## src/rtl/goose_pkg.sv

```systemverilog
// Shared definitions for the goose sprite path: pose encoding, motion states
// and the ground row used by both the motion controller and the sprite blocks.
package goose_pkg;

  localparam logic [9:0] GROUND_Y = 10'd380;

  localparam logic [1:0] POSE_RUN_A = 2'd0;
  localparam logic [1:0] POSE_RUN_B = 2'd1;
  localparam logic [1:0] POSE_JUMP  = 2'd2;
  localparam logic [1:0] POSE_SLIDE = 2'd3;

  typedef enum logic [1:0] {
    ST_RUN   = 2'd0,
    ST_JUMP  = 2'd1,
    ST_SLIDE = 2'd2
  } state_t;

endpackage

```

## src/rtl/goose_motion.sv

```systemverilog
// Per-frame goose motion controller: turns jump/slide buttons into the sprite
// anchor row and pose, advancing only on unfrozen frame ticks.
module goose_motion
  import goose_pkg::*;
#(
  parameter int unsigned JUMP_V0     = 12,
  parameter int unsigned GRAVITY     = 1,
  parameter int unsigned ANIM_FRAMES = 8
) (
  input  logic       clk,
  input  logic       rst_n,
  input  logic       frame_tick,
  input  logic       btn_jump,
  input  logic       btn_slide,
  input  logic       freeze,
  input  logic       restart,
  output logic [9:0] goose_y,
  output logic [1:0] pose,
  output logic       airborne
);

  localparam int CNT_W = (ANIM_FRAMES > 1) ? $clog2(ANIM_FRAMES) : 1;
  localparam logic [CNT_W-1:0] CNT_LAST = CNT_W'(ANIM_FRAMES - 1);
  localparam logic [7:0]        V0_8    = 8'(JUMP_V0);
  localparam logic signed [7:0] GRAV_8  = 8'(GRAVITY);
  localparam logic signed [9:0] GRAV_10 = 10'(GRAVITY);

  state_t                state_r, state_nxt_s;
  logic [7:0]            height_r, height_nxt_s;
  logic signed [7:0]     vel_r, vel_nxt_s;
  logic [CNT_W-1:0]      anim_cnt_r, anim_nxt_s;
  logic                  run_b_r, run_b_nxt_s;
  logic                  jump_req_r, btn_jump_d_r;
  logic [9:0]            goose_y_r, goose_y_nxt_s;
  logic [1:0]            pose_r, pose_nxt_s;
  logic                  airborne_r, airborne_nxt_s;

  logic                  jump_edge_s, jump_seen_s, update_s;
  logic signed [9:0]     height_ext_s, vel_ext_s, fall_s;

  assign jump_edge_s  = btn_jump & ~btn_jump_d_r;
  // an edge arriving with the tick itself must still launch the jump
  assign jump_seen_s  = jump_req_r | jump_edge_s;
  assign update_s     = frame_tick & ~freeze;
  assign height_ext_s = {2'b00, height_r};
  assign vel_ext_s    = {{2{vel_r[7]}}, vel_r};
  assign fall_s       = height_ext_s + vel_ext_s - GRAV_10;

  // Next-state logic for the RUN/JUMP/SLIDE machine and its datapath.
  always_comb begin
    state_nxt_s  = state_r;
    height_nxt_s = height_r;
    vel_nxt_s    = vel_r;
    anim_nxt_s   = anim_cnt_r;
    run_b_nxt_s  = run_b_r;
    case (state_r)
      ST_RUN: begin
        if (jump_seen_s) begin
          state_nxt_s  = ST_JUMP;
          height_nxt_s = V0_8;
          vel_nxt_s    = signed'(V0_8);
        end else if (btn_slide) begin
          state_nxt_s = ST_SLIDE;
        end else if (anim_cnt_r == CNT_LAST) begin
          anim_nxt_s  = {CNT_W{1'b0}};
          run_b_nxt_s = ~run_b_r;
        end else begin
          anim_nxt_s = anim_cnt_r + {{(CNT_W-1){1'b0}}, 1'b1};
        end
      end
      ST_JUMP: begin
        if (fall_s <= 10'sd0) begin
          state_nxt_s  = ST_RUN;
          height_nxt_s = 8'd0;
          vel_nxt_s    = 8'sd0;
          anim_nxt_s   = {CNT_W{1'b0}};
          run_b_nxt_s  = 1'b0;
        end else begin
          height_nxt_s = fall_s[7:0];
          vel_nxt_s    = vel_r - GRAV_8;
        end
      end
      ST_SLIDE: begin
        if (jump_seen_s) begin
          state_nxt_s  = ST_JUMP;
          height_nxt_s = V0_8;
          vel_nxt_s    = signed'(V0_8);
        end else if (!btn_slide) begin
          state_nxt_s = ST_RUN;
          anim_nxt_s  = {CNT_W{1'b0}};
          run_b_nxt_s = 1'b0;
        end else begin
          state_nxt_s = ST_SLIDE;
        end
      end
      default: begin
        state_nxt_s  = ST_RUN;
        height_nxt_s = 8'd0;
        vel_nxt_s    = 8'sd0;
        anim_nxt_s   = {CNT_W{1'b0}};
        run_b_nxt_s  = 1'b0;
      end
    endcase
  end

  // Output values derived from the next state, registered on the update edge.
  always_comb begin
    pose_nxt_s = POSE_RUN_A;
    case (state_nxt_s)
      ST_RUN:   pose_nxt_s = run_b_nxt_s ? POSE_RUN_B : POSE_RUN_A;
      ST_JUMP:  pose_nxt_s = POSE_JUMP;
      ST_SLIDE: pose_nxt_s = POSE_SLIDE;
      default:  pose_nxt_s = POSE_RUN_A;
    endcase
    airborne_nxt_s = (height_nxt_s != 8'd0) || (state_nxt_s == ST_JUMP);
    goose_y_nxt_s  = GROUND_Y - {2'b00, height_nxt_s};
  end

  // State, request latch, edge detector and output registers.
  always_ff @(posedge clk or negedge rst_n) begin
    if (!rst_n) begin
      state_r      <= ST_RUN;
      height_r     <= 8'd0;
      vel_r        <= 8'sd0;
      anim_cnt_r   <= {CNT_W{1'b0}};
      run_b_r      <= 1'b0;
      jump_req_r   <= 1'b0;
      btn_jump_d_r <= 1'b0;
      goose_y_r    <= GROUND_Y;
      pose_r       <= POSE_RUN_A;
      airborne_r   <= 1'b0;
    end else if (restart) begin
      state_r      <= ST_RUN;
      height_r     <= 8'd0;
      vel_r        <= 8'sd0;
      anim_cnt_r   <= {CNT_W{1'b0}};
      run_b_r      <= 1'b0;
      jump_req_r   <= 1'b0;
      btn_jump_d_r <= 1'b0;
      goose_y_r    <= GROUND_Y;
      pose_r       <= POSE_RUN_A;
      airborne_r   <= 1'b0;
    end else if (update_s) begin
      state_r      <= state_nxt_s;
      height_r     <= height_nxt_s;
      vel_r        <= vel_nxt_s;
      anim_cnt_r   <= anim_nxt_s;
      run_b_r      <= run_b_nxt_s;
      jump_req_r   <= 1'b0;
      btn_jump_d_r <= btn_jump;
      goose_y_r    <= goose_y_nxt_s;
      pose_r       <= pose_nxt_s;
      airborne_r   <= airborne_nxt_s;
    end else if (!freeze) begin
      jump_req_r   <= jump_req_r | jump_edge_s;
      btn_jump_d_r <= btn_jump;
    end else begin
      jump_req_r   <= jump_req_r;
      btn_jump_d_r <= btn_jump_d_r;
    end
  end

  assign goose_y  = goose_y_r;
  assign pose     = pose_r;
  assign airborne = airborne_r;

endmodule

```

## config.mk

```make
export PLATFORM = sky130hd
export DESIGN_NAME = goose_motion
export DESIGN_NICKNAME = d
export VERILOG_FILES = /design/src/rtl/goose_pkg.sv /design/src/rtl/goose_motion.sv
export SDC_FILE = /design/constraint.sdc
export NUM_CORES = 1
export LEC_CHECK = 0
export ABC_AREA = 1
export BUFFER_PORTS_ARGS = -buffer_cell sky130_fd_sc_hd__buf_4
export CAP_MARGIN = 10
export CELL_PAD_IN_SITES_DETAIL_PLACEMENT = 1
export CELL_PAD_IN_SITES_GLOBAL_PLACEMENT = 1
export CORE_ASPECT_RATIO = 0.6
export CORE_UTILIZATION = 36
export CTS_CLUSTER_SIZE = 8
export DETAILED_ROUTE_END_ITERATION = 6
export MAX_ROUTING_LAYER = met4
export PLACE_DENSITY_LB_ADDON = 0.1
export SLEW_MARGIN = 20
export SYNTH_ARGS = -nofsm -noshare
export SYNTH_HDL_FRONTEND = slang
export SYNTH_SLANG_ARGS = --single-unit
```

## constraint.sdc

```tcl
create_clock -name clk -period 6.5 [get_ports clk]
set_input_delay 0.325 -clock clk [delete_from_list [all_inputs] [get_ports clk]]
set_output_delay 0.325 -clock clk [all_outputs]
set_load 0.1 [all_outputs]
```

After elaboration in Yosys (flattened, before gate mapping)
Index checks and enable logic that the tools add are counted.

cells by class
  multiplexer cells = 50
  bitwise gates (word level) = 6
  $add $sub $neg = 5
  eq/ne operators = 12
  $lt $le $gt $ge = 1
  reductions and logical operators = 8

operators with widths
  kind                                                                    number
  8-bit 2-to-1 mux                                                        8
  8-bit case mux with 2 select lines                                      2
  3-bit 2-to-1 mux                                                        8
  10-bit 2-to-1 mux                                                       2
  2-bit 2-to-1 mux                                                        9
  1-bit 2-to-1 mux                                                        17
  3-bit != test, second input constant                                    5
  2-bit case mux with 3 select lines                                      2
  9-bit by 8-bit adder with 10-bit output                                 1
  10-bit by 1-bit <= comparator with 1-bit output, second input constant  1
  10-bit by 2-bit subtractor with 10-bit output, second input constant    1
  9-bit by 8-bit subtractor with 10-bit output, first input constant      1
  3-bit case mux with 3 select lines                                      1
  8-bit nonzero test                                                      1
  8-bit by 2-bit subtractor with 8-bit output, second input constant      1
  3-bit by 1-bit != test with 1-bit output, second input constant         2
  6-bit AND reduction                                                     1
  2-bit by 1-bit == test with 1-bit output, second input constant         2
  2-bit == test, second input constant                                    2
  2-bit logical NOT                                                       2
  3-bit by 1-bit adder with 3-bit output, second input constant           1
  3-bit == test, second input constant                                    1
  1-bit inverter                                                          3
  1-bit case mux with 3 select lines                                      1
  other kinds (6)                                                         7

storage, ports and cells
  logic and storage cells = 92
  output and inout port bits = 13
  register bits after elaboration = 37
  input port bits = 7

Depth between registers and ports, before layout
Gate-level depths: netlist (run 1).

  depth in word-level cells = 9
  gate-level depth with buffers = 24
  mapped depth without buffers = 24

Worst setup path after synthesis (run 1)
Ideal clock, no wire load.

  path kind = register -> register
  start = reg vel_r[1]
  end = reg airborne_r (netlist: airborne)
  stages on the path, launching flop included = 21
  required time = 6.380 ns
  setup slack = 3.644 ns
  library setup time = 0.120 ns
  arrival = 2.736 ns
  period minus slack after synthesis = 2.856 ns
  buffers on the path = 0
  cell sequence = dfrtp_1 inv_1 ha_1 inv_1 ha_1 fa_1 nor2_1 nand2_1 nor2_1 nand3_1 nor2_1 nand3_2 nand3_1 nand2_1 inv_1 ha_1 inv_1 nor2_1 nand4_1 nand2_1 nand2_1

on the way
  longest elaborated chain between the ends = 9
  elaborated cells on any way between the ends = 12
  classes of those cells = add/sub (2); order compare (1); eq/ne (1); mux (6); reduce/logical (2)

RTL lines
  item                                                                                      RTL line             RTL
  from (decl)                                                                               goose_motion.sv:30   logic signed [7:0] vel_r, vel_nxt_s;
  from (signal assigned)                                                                    goose_motion.sv:146  vel_r <= vel_nxt_s;
  9-bit by 8-bit adder with 10-bit output *                                                 goose_motion.sv:47   assign fall_s = height_ext_s + vel_ext_s - GRAV_10;
  10-bit by 2-bit subtractor with 10-bit output *                                           goose_motion.sv:47
  10-bit by 1-bit <= comparator with 1-bit output                                           goose_motion.sv:72   if (fall_s <= 10'sd0) begin
  8-bit 2-to-1 mux or 2-bit 2-to-1 mux (tied branches)                                      goose_motion.sv:72
  8-bit case mux with 2 select lines or 2-bit case mux with 3 select lines (tied branches)  goose_motion.sv:56   case (state_r)
  8-bit nonzero test or 2-bit by 1-bit == test with 1-bit output (tied branches)            goose_motion.sv:115  airborne_nxt_s = (height_nxt_s != 8'd0) || (state_nxt_s == ST_JUMP);
  1-bit logical OR *                                                                        goose_motion.sv:115
  1-bit 2-to-1 mux *                                                                        goose_motion.sv:143  end else if (update_s) begin
  1-bit 2-to-1 mux *                                                                        goose_motion.sv:132  end else if (restart) begin
  to (signal assigned)                                                                      goose_motion.sv:153  airborne_r <= airborne_nxt_s;
  to (decl)                                                                                 goose_motion.sv:36   logic airborne_r, airborne_nxt_s;

Every way passes the cells marked *; elsewhere a longest branch is shown, timed or not. The select of a mux whose other input is x is not followed.
A chain may end at the register's enable or synchronous reset.

Final worst setup path (run 1)
Ends and elaborated chain as after synthesis.

==> run metrics, run 1 <==
area grow syn2layout=14.02%; Crit path max-delay family=simple AND/OR/NAND/NOR gates; htree depth=2; Final Critical Period=3.331 ns; Via density=4.787; Largest stage delay, worst path=0.49 ns; Layout Nets=407; Arr. time, crit path=roughly 3.5 ns; CTS tree=yes; Total Routing Usage GR=20.01%; crit start category=flip-flop; PostCTS Resize Cnt=0; critical path, cell by cell=inv_1, ha_1, inv_1, ha_1, fa_1, nor2_1, nand2_1, nor2_1, nand3_1, nor2_1, nand3_2, nand2_2, o21ai_0, ha_1, nor3_1, nand4_1, nand2_1, nand2_1; I/O pin total=20; Clock Root Buffer=clkbuf_16; Slowest-stage cell, CP=fa_1; hold_ws=roughly 0.0042 ns; DRT Pass-1 Iters=4; RR Startpoint=vel_r[1]; vias in the first global route=between 2k and 2.5k; clock slew at reported path FFs=around 0.06 ns; Starting Density=37.87%; Rows=23; synth unique cells=35; die width=110.9 µm; Post-DP HPWL=~5200 µm; hold_buf cts=0; Final Hold Fails=0; Die H=approximately 67 µm; Mapped Area=about 2600 µm²; Clock Skews=0.004675 ns; buffer count from post-CTS setup fixing=0; Antenna Nets Post-Route=0; total power draw=0.9035 mW; Setup TNS Final=0 ns; Peak supply drop=0.09628 mV; Core ar.=6763 µm²; Avg WL per Cell=14.17 µm; Synth Register Bits=35; relative slew slack=47.18%; critical path required time=6.67 ns; leakage power=around 1.5 nW; grt ovf=0; fin crit share=between 50% and 60%; via count=2,221; DRC Markers=0; Antenna diodes=0; synth warn=0; DIE AREA=7467 µm²; CP Max Fanout=6; critical path class=reg2reg; commonest non-fill, non-tap cell in the layout=nand2_1; most frequent cells in the layout=nand2_1, inv_1, nor2_1, nand3_1, dfrtp_1; first-pass GRT wire length=11,000 µm; fmax=300.2 MHz; power density cells=roughly 310 nW/µm²; drt first-iter violations=66; crit path launch=vel_r[1]; unrepaired setup endpoints after global routing=false; final cell utilization of the core=a little over two fifths; initial antenna violation count=0; Post-Syn Area per Cell=7.194 µm²; gpl congestion=around 0.76; DRT Wirelength=roughly 6600 µm; max_cap viols=0; clk sinks=35; IO buf count=18; clock latency on the worst-skew pair=approximately 0.28 ns; CP Buf/Inv Count=2; share of layout cells above drive strength 1=between 10% and 20%; Post-Syn Nets=387; Max Transition Viols Final=0; count of final setup violators=0; Seq/Total Area, Yosys=34.49%; worst slew pin tran=0.7893 ns; status=finished clean; R2R Setup Slk=3.17 ns; largest net degree at the start of global routing=36; critical path capture point type=flip-flop; cells after synthesis=356; class of the worst hold path=in2async; buffer levels on the longest clock path=2; CTS Buf Count=5
flip-flops by register name (all words and copies together) (netlist names):
register	flops
run_b_r	1
jump_req_r	1
height_r	8
pose	2
anim_cnt_r	3
airborne	1
state_r	2
goose_y	8
btn_jump_d_r	1
vel_r	8
synth_stat cells:
cell type | count | area share [%]
nand2_1 | 79 | 12
nand3b_1 | 1 | 0.29
o31ai_1 | 1 | 0.29
dfrtp_1 | 29 | 28
nor2_2 | 2 | 0.49
nand4_1 | 2 | 0.49
nand3_1 | 30 | 5.9
o22ai_2 | 1 | 0.49
a21oi_2 | 2 | 0.68
o22ai_1 | 4 | 0.98
xnor2_1 | 1 | 0.34
a21oi_1 | 8 | 1.6
o21ai_2 | 1 | 0.34
ha_1 | 22 | 11
a22o_1 | 1 | 0.34
xor2_1 | 7 | 2.4
or2_2 | 1 | 0.24
conb_1 | 1 | 0.15
inv_1 | 71 | 10
inv_2 | 3 | 0.44
nor3_1 | 4 | 0.78
nor2_1 | 34 | 5.0
o211ai_1 | 1 | 0.29
a22oi_1 | 2 | 0.59
clkinv_1 | 1 | 0.15
nand2_2 | 5 | 1.2
a31oi_1 | 1 | 0.24
clkbuf_1 | 3 | 0.44
o21ai_1 | 2 | 0.39
nand3_2 | 3 | 1.2
dfstp_2 | 6 | 6.2
fa_1 | 2 | 1.6
nor2_4 | 2 | 0.88
buf_4 | 2 | 0.59
o21ai_0 | 21 | 4.1
cells by family after synthesis:
kind of cell             share of synthesized area (%)
other                                           0.1464
buffers and inverters                            12.02
AO/OA/AOI/OAI                                    10.31
XOR/XNOR                                         2.736
AND/OR/NAND/NOR                                  27.99
adder cells (fa/ha/maj)                          12.31
flip-flops                                       34.49
cell type report:
type,count,area [µm²]
inverter,75,281.5
multi-input combinational,241,1370
fill,883,3842
timing repair buffer,18,135.1
tap,87,108.9
clock inverter,2,12.51
sequential,35,883.3
clock buffer,6,128.9
routing by layer:
metal,global-route usage (%),part of all wire [%],vias up
met5,-,0,-
met1,28.71,55,1035
met3,4.219,3.7,6
met2,28.88,40,27
met4,4.000,0.79,0
li1,-,-,1153
worst paths after layout:
| check | to | cells after the start |
|---|---|---|
| setup / recovery | airborne | 18 |
| hold reg to reg | pose[1] | 2 |
| setup reg to reg | airborne | 18 |
| hold / removal | height_r[7] | 1 |
| min in group clk | btn_jump_d_r | 2 |
| max in group asynchronous | goose_y[3] | 1 |
metrics by stage:
stage | area [µm²] | std cells | worst slack [ns]
2_1_floorplan | 2561 | 356 | 3.644
3_3_place_gp | 2779 | 456 | 3.365
3_5_place_dp | 2779 | 456 | 3.234
4_1_cts | 2920 | 464 | 3.205
5_1_grt | 2920 | 464 | 2.916
6_report | 2920 | 464 | 3.169
power by group:
group	total, mW	internal, mW	switching, mW
sequential	0.257	0.241	0.0160
clock	0.237	0.141	0.0955
combinational	0.409	0.129	0.280
total	0.904	0.512	0.392
Power figures use the tool's default switching activity.
==> run 2, diff against run 1 <==
- clock period: 6.5 -> 2.8 ns (I/O delays scaled with it)
==> run metrics, run 2 (same netlist as run 1, synthesis figures left out) <==
first-pass GRT wire length=12,740 µm; Final Critical Period=2.790 ns; buffer levels on the longest clock path=2; class of the worst hold path=in2reg; Layout Cells excl Fill=a little over 500; leakage power=1.800 nW; vias in the first global route=~2.5k; initial antenna violation count=0; unrepaired setup endpoints after global routing=true; fin crit share=99.65%; DP Cell Count=488; die width=110.9 µm; clock slew at reported path FFs=0.06 ns; CTS Buf Count=5; grt ovf=0; clock latency on the worst-skew pair=0.28 ns; largest net degree at the start of global routing=36; Setup TNS Final=0 ns; critical path capture point type=flip-flop; max_cap viols=0; Peak supply drop=0.3290 mV; Largest stage delay, worst path=0.43 ns; endpoint of the worst register-to-register path=airborne; fin area=approximately 3600 µm²; Layout Nets=459; Max Transition Viols Final=0; Clock Root Buffer=clkbuf_16; DRT Pass-1 Iters=4; CP Max Fanout=4; gpl congestion=0.7912; RR Startpoint=vel_r[1]; R2R Setup Slk=0.01 ns; DRC Markers=0; Avg WL per Cell=between 15 and 20 µm; Total Routing Usage GR=22.93%; Post-DP HPWL=5649 µm; DIE AREA=7467 µm²; # fillers=846; DP Area=3032 µm²; Via density=4.779; Clock Skews=0.008144 ns; CTS tree=yes; Die H=just under 70 µm; Antenna diodes=0; CP Buf/Inv Count=4; Antenna Nets Post-Route=0; commonest non-fill, non-tap cell in the layout=nand2_1; Starting Density=a little under two fifths; critical path, cell by cell=inv_2, ha_4, inv_4, ha_4, fa_2, nor2_1, nand2_1, nor2_1, nand3_1, nor2_2, nand3_4, nand3_4, nand2_2, inv_2, ha_4, inv_4, nor2_2, nand4_1, nand2_1, nand2_1; status=finished clean; FF-to-FF path depth=20; I/O pin total=20; register area=~900 µm²; Crit path max-delay family=simple AND/OR/NAND/NOR gates; clk sinks=35; share of layout cells above drive strength 1=36.60%; Critical Path Stages=20; drt first-iter violations=116; Core ar.=6763 µm²; crit path launch=vel_r[1]; crit path to=airborne; Final Hold Fails=0; Rows=23; multi-input logic area=1654 µm²; critical path required time=2.97 ns; power density cells=735.0 nW/µm²; final cell utilization of the core=53.58%; Slowest-stage cell, CP=fa_2; area grow syn2layout=41.48%; via count=2,466; htree depth=2; hold_ws=0.04915 ns; count of final setup violators=0; Arr. time, crit path=2.96 ns; DRT Wirelength=7820 µm; IO buf count=18; most frequent cells in the layout=nand2_1, buf_4, inv_1, dfrtp_1, nor2_1; fmax=358.4 MHz; crit start category=flip-flop; critical path class=reg2reg
## run 2: cell count changes in the layout (fill, tap and decap cells not counted), sizes merged
| cell | change |
|---|---|
| dlygate4sd3 | +1 |
| buf | +51 |
## run 2: worst reg2reg max path: cells and delay by family (launching register included)
kind,cells,cell delay (ns)
buf+inv,4,0.26
simple gates,12,1.14
flops,1,0.39
fa+ha+maj,4,0.92
## run 2: how the worst min path moves through the flow
| stage | endpoint | cells past startpoint | slack, ns | startpoint |
|---|---|---|---|---|
| 2_1_floorplan | airborne | 0 | -0.16 | rst_n |
| 3_3_place_gp | height_r[6] | 1 | 0.14 | rst_n |
| 3_5_place_dp | height_r[5] | 1 | 0.15 | rst_n |
| 4_1_cts | btn_jump_d_r | 2 | 0.04 | restart |
| 5_1_grt | btn_jump_d_r | 2 | 0.06 | restart |
| 6_report | btn_jump_d_r | 2 | 0.05 | restart |
## run 2: report_power, final
group | total [mW] | switching (mW) | internal, mW
sequential | 0.592 | 0.0326 | 0.560
clock | 0.580 | 0.224 | 0.355
combinational | 1.49 | 0.868 | 0.624
total | 2.66 | 1.12 | 1.54
## run 2: what timing repair did
| item | in CTS | in global routing |
|---|---|---|
| pin swaps | 27 | 19 |
| hold buffers | 1 | 0 |
| endpoints found under the hold margin | 29 | 0 |
| setup endpoints to repair | 14 | 25 |
| resized for setup | 34 | 38 |
| setup buffers | 10 | 9 |
## run 2: layout make-up
| class | instances | share of cell area, % |
|---|---|---|
| multi-input cells | 241 | 45.65 |
| flip-flops and latches | 35 | 24.38 |
| repair buffers | 70 | 14.78 |
| inverters | 75 | 7.907 |
| clock buffers | 6 | 3.833 |
| well taps | 87 | 3.004 |
| clock inverters | 2 | 0.4489 |
## run 2: layer usage
metal / vias up / share of wire [%] / GRT usage (%)
li1: 1259 / - / -
met3: 6 / 2.9 / 4.039
met5: - / 0 / -
met4: 0 / 0.79 / 4.000
met2: 30 / 45 / 36.18
met1: 1171 / 52 / 31.39
## run 2: stage by stage
step / worst slack [ns] / power [mW]
detailed placement: -0.1664 / 1.744
CTS: 0.003374 / 2.507
global route: -0.1839 / 2.851
floorplan: 0.008018 / 1.337
finish: 0.009801 / 2.663
global placement: -0.07976 / 1.720
==> run 3, diff against run 2 <==
- BUFFER_PORTS_ARGS: -buffer_cell sky130_fd_sc_hd__buf_4 -> -buffer_cell sky130_fd_sc_hd__buf_2
- clock period: 2.8 -> 3.1 ns (I/O delays scaled with it)
==> run metrics, run 3 (same netlist as run 1, synthesis figures left out) <==
Peak supply drop=~0.26 mV; area grow syn2layout=20.32%; Clock Skews=0.006362 ns; routed length on met3=approximately 190 µm; DRT Pass-1 Iters=4; setup slack after layout=between 0.15 and 0.2 ns; status=finished clean; clock latency on the worst-skew pair=0.29 ns; crit path to=goose_y[4]; critical path required time=about 3.3 ns; total power draw=2.013 mW; endpoint of the worst register-to-register path=goose_y[4]; Final Hold Fails=0; CTS Buf Count=5; first-pass GRT wire length=about 11,000 µm; Die H=a little under 70 µm; via count=2,346; fin crit share=94.28%; Starting Density=between 30% and 40%; gpl congestion=0.7487; htree depth=2; max_cap viols=0; fmax=342.2 MHz; Core ar.=6763 µm²; FF-to-FF path depth=21; DRC Markers=0; I/O pin total=20; most frequent cells in the layout=nand2_1, inv_1, nand3_1, nor2_1, dfrtp_1; buffer levels on the longest clock path=2; Antenna diodes=0; grt ovf=0; Rows=23; IO buf count=18; class of the worst hold path=in2reg; largest net degree at the start of global routing=36; DP Worst Slack=-0.04851 ns; clk sinks=35; crit path launch=height_r[1]; Max Transition Viols Final=0; RR Startpoint=height_r[1]; Via density=4.877; Post-DP HPWL=around 5400 µm; worst slew pin tran=about 0.88 ns; metal2 WL=roughly 3000 µm; crit start category=flip-flop; hold depth=2; Layout Cells excl Fill=just under 500; DP Cell Count=463; R2R Setup Slk=0.18 ns; share of layout cells above drive strength 1=22.08%; Antenna Nets Post-Route=0; power density cells=~650 nW/µm²; relative slew slack=approximately two fifths; critical path class=reg2reg; vias in the first global route=2,264; leakage power=between 1.5 and 2 nW; Final Critical Period=between 2 and 3 ns; count of final setup violators=0; Arr. time, crit path=3.16 ns; clock slew at reported path FFs=0.06 ns; CP Max Fanout=3; drt first-iter violations=105; # fillers=862; Avg WL per Cell=14.42 µm; die width=110.9 µm; commonest non-fill, non-tap cell in the layout=nand2_1; Clock Root Buffer=clkbuf_16; CTS tree=yes; DRT Wirelength=between 6000 and 7000 µm; Layout Nets=424; critical path capture point type=flip-flop; Setup TNS Final=0 ns; M1 WL=around 3700 µm; initial antenna violation count=0; Top Metal Used=met4; DIE AREA=7467 µm²; Total Routing Usage GR=between 20% and 30%
==> run 3: cell types whose count changed in the layout (fill, tap and decap cells not counted), moves of 8 or more <==
cell / delta
buf_4: -51
nand2_1: +8
nand3_1: +8
inv_1: +10
buf_2: +18
inv_2: -8
==> run 3: worst max-delay path, stage by stage, from the launching register on <==
cell,delay (ns)
dfrtp_1,0.36
inv_2,0.06
ha_1,0.29
inv_2,0.08
ha_4,0.15
fa_2,0.45
nor2_2,0.09
nand2_1,0.07
nor2_2,0.11
nand3_1,0.10
nor2_2,0.12
nand3_2,0.13
nand3_2,0.09
nand2_1,0.06
inv_2,0.06
ha_2,0.17
inv_1,0.07
nand3_1,0.12
nand2_1,0.08
nand3_1,0.09
o21ai_1,0.07
inv_1,0.05
==> run 3: timing repair <==
| action | 4_1_cts | 5_1_grt |
|---|---|---|
| endpoints found under the hold margin | 1 | 0 |
| resized for setup | 3 | 19 |
| pin swaps | 1 | 10 |
| hold buffers | 1 | 0 |
| endpoints found under the setup margin | 1 | 19 |
| setup buffers | 1 | 8 |
| cloned | 0 | 0 |
==> run 3: cell type report <==
cell class,instances,area (µm²),share of cell area (%)
clock buffer,7,152.6,4.953
clock inverter,1,7.507,0.2436
inverter,75,281.5,9.135
multi-input combinational,241,1426,46.29
sequential,35,884.6,28.70
tap,87,108.9,3.532
timing repair buffer,35,220.2,7.146
==> run 3: worst min-delay path by stage <==
| stage | from | end | slack, ns |
|---|---|---|---|
| 6_report | restart | btn_jump_d_r | 0.09 |
| 4_1_cts | restart | btn_jump_d_r | 0.09 |
| 2_1_floorplan | rst_n | airborne | -0.14 |
| 3_3_place_gp | rst_n | height_r[7] | 0.33 |
| 3_5_place_dp | rst_n | height_r[7] | 0.31 |
| 5_1_grt | restart | btn_jump_d_r | 0.1 |
==> run 3: report_power, final <==
group          leakage (nW)  internal, mW  switching [mW]
Sequential            0.456         0.506          0.0338
Clock                0.0761         0.342           0.202
Combinational          1.06         0.311           0.618
==> run 3: routing by layer <==
layer / track usage (%) / vias to the layer above
li1: - / 1185
met1: 28.14 / 1130
met2: 30.82 / 22
met3: 4.399 / 9
met4: 6.833 / 0
met5: - / -
==> run 3: stage by stage <==
| step | instance area [µm²] | util, % | hold slack [ns] |
|---|---|---|---|
| floorplan | 2561 | - | -0.1406 |
| global placement | 2786 | 41.20 | 0.3280 |
| detailed placement | 2786 | 41.20 | 0.3061 |
| CTS | 2972 | 43.94 | 0.09436 |
| global route | 3082 | 45.57 | 0.09820 |
| finish | 3082 | 45.57 | 0.08909 |
